`config.mk`:
```
export PLATFORM = sky130hd
export DESIGN_NAME = cond_flag_unit
export DESIGN_NICKNAME = d
export VERILOG_FILES = /design/src/rtl/cpu_flags_pkg.sv /design/src/rtl/cond_flag_unit_cond_eval.sv /design/src/rtl/cond_flag_unit.sv
export SDC_FILE = /design/constraint.sdc
export NUM_CORES = 1
export LEC_CHECK = 0
export CAP_MARGIN = 15
export CORE_UTILIZATION = 60
export DETAILED_ROUTE_END_ITERATION = 7
export DONT_BUFFER_PORTS = 1
export PLACE_DENSITY_LB_ADDON = 0.08
export SYNTH_ARGS = -nofsm -noshare
export SYNTH_HDL_FRONTEND = slang
export SYNTH_HIERARCHICAL = 1
export SYNTH_SLANG_ARGS = --single-unit
```
`constraint.sdc`:
```
create_clock -name clk -period 4.4 [get_ports clk]
set_input_delay 1.1 -clock clk [delete_from_list [all_inputs] [get_ports clk]]
set_output_delay 1.1 -clock clk [all_outputs]
set_load 0.01 [all_outputs]
```
`src/rtl/cpu_flags_pkg.sv`:
```
// Shared NZCV flag bit positions, condition-code encodings and the result-stage state type.
package cpu_flags_pkg;
  localparam int FLAG_N = 3;
  localparam int FLAG_Z = 2;
  localparam int FLAG_C = 1;
  localparam int FLAG_V = 0;

  localparam logic [3:0] COND_EQ = 4'h0;
  localparam logic [3:0] COND_NE = 4'h1;
  localparam logic [3:0] COND_CS = 4'h2;
  localparam logic [3:0] COND_CC = 4'h3;
  localparam logic [3:0] COND_MI = 4'h4;
  localparam logic [3:0] COND_PL = 4'h5;
  localparam logic [3:0] COND_VS = 4'h6;
  localparam logic [3:0] COND_VC = 4'h7;
  localparam logic [3:0] COND_HI = 4'h8;
  localparam logic [3:0] COND_LS = 4'h9;
  localparam logic [3:0] COND_GE = 4'hA;
  localparam logic [3:0] COND_LT = 4'hB;
  localparam logic [3:0] COND_GT = 4'hC;
  localparam logic [3:0] COND_LE = 4'hD;
  localparam logic [3:0] COND_AL = 4'hE;
  localparam logic [3:0] COND_NV = 4'hF;

  typedef enum logic {
    RES_EMPTY = 1'b0,
    RES_FULL  = 1'b1
  } res_state_t;
endpackage

```
`src/rtl/cond_flag_unit_cond_eval.sv`:
```
// Combinational condition-code evaluator: (NZCV flags, 4-bit cond) -> pass.
module cond_eval
  import cpu_flags_pkg::*;
(
  input  logic [3:0] flags,
  input  logic [3:0] cond,
  output logic       pass
);
  logic n, z, c, v;

  assign n = flags[FLAG_N];
  assign z = flags[FLAG_Z];
  assign c = flags[FLAG_C];
  assign v = flags[FLAG_V];

  always_comb begin
    pass = 1'b0;
    unique case (cond)
      COND_EQ: pass = z;
      COND_NE: pass = !z;
      COND_CS: pass = c;
      COND_CC: pass = !c;
      COND_MI: pass = n;
      COND_PL: pass = !n;
      COND_VS: pass = v;
      COND_VC: pass = !v;
      COND_HI: pass = c & !z;
      COND_LS: pass = !c | z;
      COND_GE: pass = (n == v);
      COND_LT: pass = (n != v);
      COND_GT: pass = !z & (n == v);
      COND_LE: pass = z | (n != v);
      COND_AL: pass = 1'b1;
      COND_NV: pass = 1'b0;
      default: pass = 1'b0;
    endcase
  end
endmodule

```
`src/rtl/cond_flag_unit.sv`:
```
// NZCV flag register with shadow copy, registered condition-evaluation result and pass/fail stats.
// Define FLAG_BYPASS_EN to evaluate same-cycle queries against the incoming flag value instead of stalling.
module cond_flag_unit
  import cpu_flags_pkg::*;
#(
  parameter int         CNT_W    = 16,
  parameter logic [3:0] FLAG_RST = 4'h0
) (
  input  logic             clk,
  input  logic             rst,
  input  logic             upd_valid,
  input  logic             upd_s,
  input  logic [3:0]       upd_flags,
  input  logic             save_en,
  input  logic             restore_en,
  input  logic             q_valid,
  input  logic [3:0]       q_cond,
  output logic             q_ready,
  output logic             r_valid,
  output logic             r_pass,
  output logic [3:0]       r_cond,
  input  logic             r_ready,
  output logic [3:0]       flags,
  output logic [CNT_W-1:0] pass_cnt,
  output logic [CNT_W-1:0] fail_cnt
);
  res_state_t state;
  logic [3:0] shadow;
  logic [3:0] flags_next;
  logic [3:0] eval_flags;
  logic       flag_wr;
  logic       hazard;
  logic       accept;
  logic       eval_pass;

  function automatic logic [CNT_W-1:0] sat_inc(input logic [CNT_W-1:0] val);
    return (&val) ? val : val + {{(CNT_W-1){1'b0}}, 1'b1};
  endfunction

  assign flag_wr    = restore_en | (upd_valid & upd_s);
  assign flags_next = restore_en ? shadow : ((upd_valid & upd_s) ? upd_flags : flags);

`ifdef FLAG_BYPASS_EN
  assign hazard     = 1'b0;
  assign eval_flags = flags_next;
`else
  // Queries stall while flags are being written, so committed flags are always current.
  assign hazard     = flag_wr;
  assign eval_flags = flags;
`endif

  assign q_ready = ((state == RES_EMPTY) | r_ready) & !hazard;
  assign accept  = q_valid & q_ready;

  cond_eval u_eval (
    .flags (eval_flags),
    .cond  (q_cond),
    .pass  (eval_pass)
  );

  // Flag and shadow registers; shadow captures pre-update flags.
  always_ff @(posedge clk or posedge rst) begin
    if (rst) begin
      flags  <= FLAG_RST;
      shadow <= 4'h0;
    end else begin
      flags <= flags_next;
      if (save_en) shadow <= flags;
    end
  end

  // Result stage: EMPTY/FULL with registered r_* outputs.
  always_ff @(posedge clk or posedge rst) begin
    if (rst) begin
      state   <= RES_EMPTY;
      r_valid <= 1'b0;
      r_pass  <= 1'b0;
      r_cond  <= 4'h0;
    end else begin
      unique case (state)
        RES_EMPTY: begin
          if (accept) begin
            state   <= RES_FULL;
            r_valid <= 1'b1;
            r_pass  <= eval_pass;
            r_cond  <= q_cond;
          end
        end
        RES_FULL: begin
          if (r_ready) begin
            if (accept) begin
              r_pass <= eval_pass;
              r_cond <= q_cond;
            end else begin
              state   <= RES_EMPTY;
              r_valid <= 1'b0;
            end
          end
        end
        default: begin
          state   <= RES_EMPTY;
          r_valid <= 1'b0;
        end
      endcase
    end
  end

  // Statistics on consumed results.
  always_ff @(posedge clk or posedge rst) begin
    if (rst) begin
      pass_cnt <= '0;
      fail_cnt <= '0;
    end else if (r_valid && r_ready) begin
      if (r_pass) pass_cnt <= sat_inc(pass_cnt);
      else        fail_cnt <= sat_inc(fail_cnt);
    end
  end
endmodule

```
==> run metrics <==
status finished clean; post-synth top area share 0.481; Hold Crit Class reg -> reg; fill count 297; worst path required time around 3.3 ns; Post-synth EDFFs 0; top cells by area, synth dfrtp_1 48%, xor2_1 5.7%, mux2_2 4.6%; hold-fix buffers at CTS 0; placed cell areas 2480 µm²; register bit total from synthesis between 40 and 50; final worst slack approximately 1.7 ns; Synth Flop Type dfrtp_1; clock buffer depth 2; Syn Nets 237; Critical Path AT approximately 1.6 ns; Post-DP HPWL between 3 and 4 mm; class of the most critical setup path in -> out; Die Wd about 66 µm; ys async rst share 1.00; sequential area share after synthesis 0.481; Root Driver clkbuf_8; post_cts resized 0; utilization after layout 0.673; largest net degree at the start of global routing between 40 and 50; Ports 59; crit path launch type input pin; Worst path slowest cell nand2_1; pre-CTS setup slack between 1.5 and 2 ns; Syn. warnings 6; first-pass iteration count of the detailed router 4; vias after detailed routing 1685; Post-CTS Setup Inserts 0; critical path, cell by cell nand2_1 > nand2_1 > nor2_1; setup violators final 0; vias in the first global route approximately 1700; synthesis-to-layout area growth 4.50%; Initial Utilization 0.644; Critical Path Max Stage Delay 0.20 ns; fmax around 370 MHz; die area roughly 4300 µm²; PD cells between 400 and 500 nW/µm²; crit path time final approximately 2.7 ns; Worst-Margin Slew roughly 0.96 ns; initial antenna violation count 0; Syn Inst Count ~220; Reg area about 1200 µm²; wire length per cell around 18 µm; Rel. slew slack 0.362; Synth Cell Area 2450 µm²; global placement routability congestion around 0.95; final worst path period share 0.610; Die Y between 60 and 70 µm; top post-synthesis cells by count 47 x dfrtp_1, 17 x nand2_1, 16 x xor2_1, 11 x xnor2_1, 10 x mux2_2; drt initial violations 130; first-pass GRT wire length about 7.6 mm; max-slew violation count 0; DR vias/cell approximately 6.3; grt ovf 0; worst IR drop on VDD ~0.00026 V; unrepaired setup endpoints after global routing false; clock-pin slew on the worst setup and hold paths roughly 0.07 ns; Synth Area per Inst between 10 and 15 µm²; All-Layer GR Usage 0.233; Setup TNS 0 ns; overall routed net length 4.71 mm; most frequent cell on the critical path nand2_1; footprint of the multi-input gates 1230 µm²; final hold violations 0; Finished Cell Area roughly 2600 µm²; ANT nets after route 0; Clock Sinks 47; Clock Skew between 0.01 and 0.015 ns; most common cell in the netlist dfrtp_1; row cnt 22; drt drc 0; port bufs 0; layout cells sized above 1 0.145; reg-to-reg slack, setup roughly 2.5 ns; # diodes 0; nets 240; CTS tree yes; Yosys cell types between 50 and 60; Max-Cap Viols 0; CTS Buf Count 5; leak pwr around 1.1 nW; Worst setup EP type output pin; clk_lat worst skew about 0.30 ns; cell taking the most area after synthesis dfrtp_1; H-tree level count 2; core area approximately 3800 µm²; Critical Path Fanout Max 6
## worst max-delay path: cells and delay by family
family           cells  cell delay [ns]
AND/OR/NAND/NOR      3             0.49
## kinds of logic after synthesis
kind of cell	count (synthesis)	share of synthesized area
AND/OR/NAND/NOR	81	0.219
flip-flops	47	0.481
AO/OA/AOI/OAI	35	0.0936
XOR/XNOR	27	0.0966
multiplexers	19	0.0844
buffers and inverters	8	0.0153
adder cells (fa/ha/maj)	2	0.0102
## power breakdown
group / internal (mW) / leakage [nW] / switching (mW)
combinational: 0.0865 / 0.496 / 0.0864
sequential: 0.503 / 0.607 / 0.124
clock: 0.106 / 0.0371 / 0.134
## through the flow
stage	cells	power [mW]	hold slack, ns
2_1_floorplan	219	0.761	0.446
3_3_place_gp	263	0.798	0.465
3_5_place_dp	263	0.812	0.479
4_1_cts	269	1.05	0.488
5_1_grt	269	1.10	0.518
6_report	269	1.04	0.487
## worst paths after layout
check                                          end               startpoint  depth (start not counted)
min reg2reg                    r_valid$_DFFE_PP0P_          state$_DFF_PP0_                          1
max in group asynchronous          state$_DFF_PP0_                      rst                          1
min in group asynchronous    shadow[0]$_DFFE_PP0P_                      rst                          1
max                                        q_ready                upd_valid                          3
max reg2reg                pass_cnt[1]$_DFFE_PP0P_  pass_cnt[0]$_DFFE_PP0P_                          5
min                            r_valid$_DFFE_PP0P_          state$_DFF_PP0_                          1
## final cells by class
type                    instances  share of cell area
multi-input cells             164               0.482
well taps                      48              0.0235
inverters                       4             0.00587
flip-flops and latches         47               0.460
clock buffers                   6              0.0284
## sequential cells by signal, indices dropped and copies added, names as in the netlist
name      cells
r_cond        4
r_valid       1
state         1
flags         4
shadow        4
r_pass        1
pass_cnt     16
fail_cnt     16
## metal layers
layer	track usage	wire length, µm	up-vias
li1	-	-	803
met1	0.287	2080	826
met2	0.388	2310	51
met3	0.0690	276	5
met4	0.0761	44	0
met5	0	0	-
## cells in the final DEF, fill, tap and decap left out, drive strengths merged, types with 4 or more instances in the layout
master  instances
nor3            4
nor4            7
xnor2          11
clkbuf          6
mux2           13
a21oi           9
and3            6
nor2           10
nand3          11
xor2           16
nand2          17
nand4           9
o21ai           7
dfrtp          47
mux2i           6
inv             4
Power figures use the tool's default switching activity.
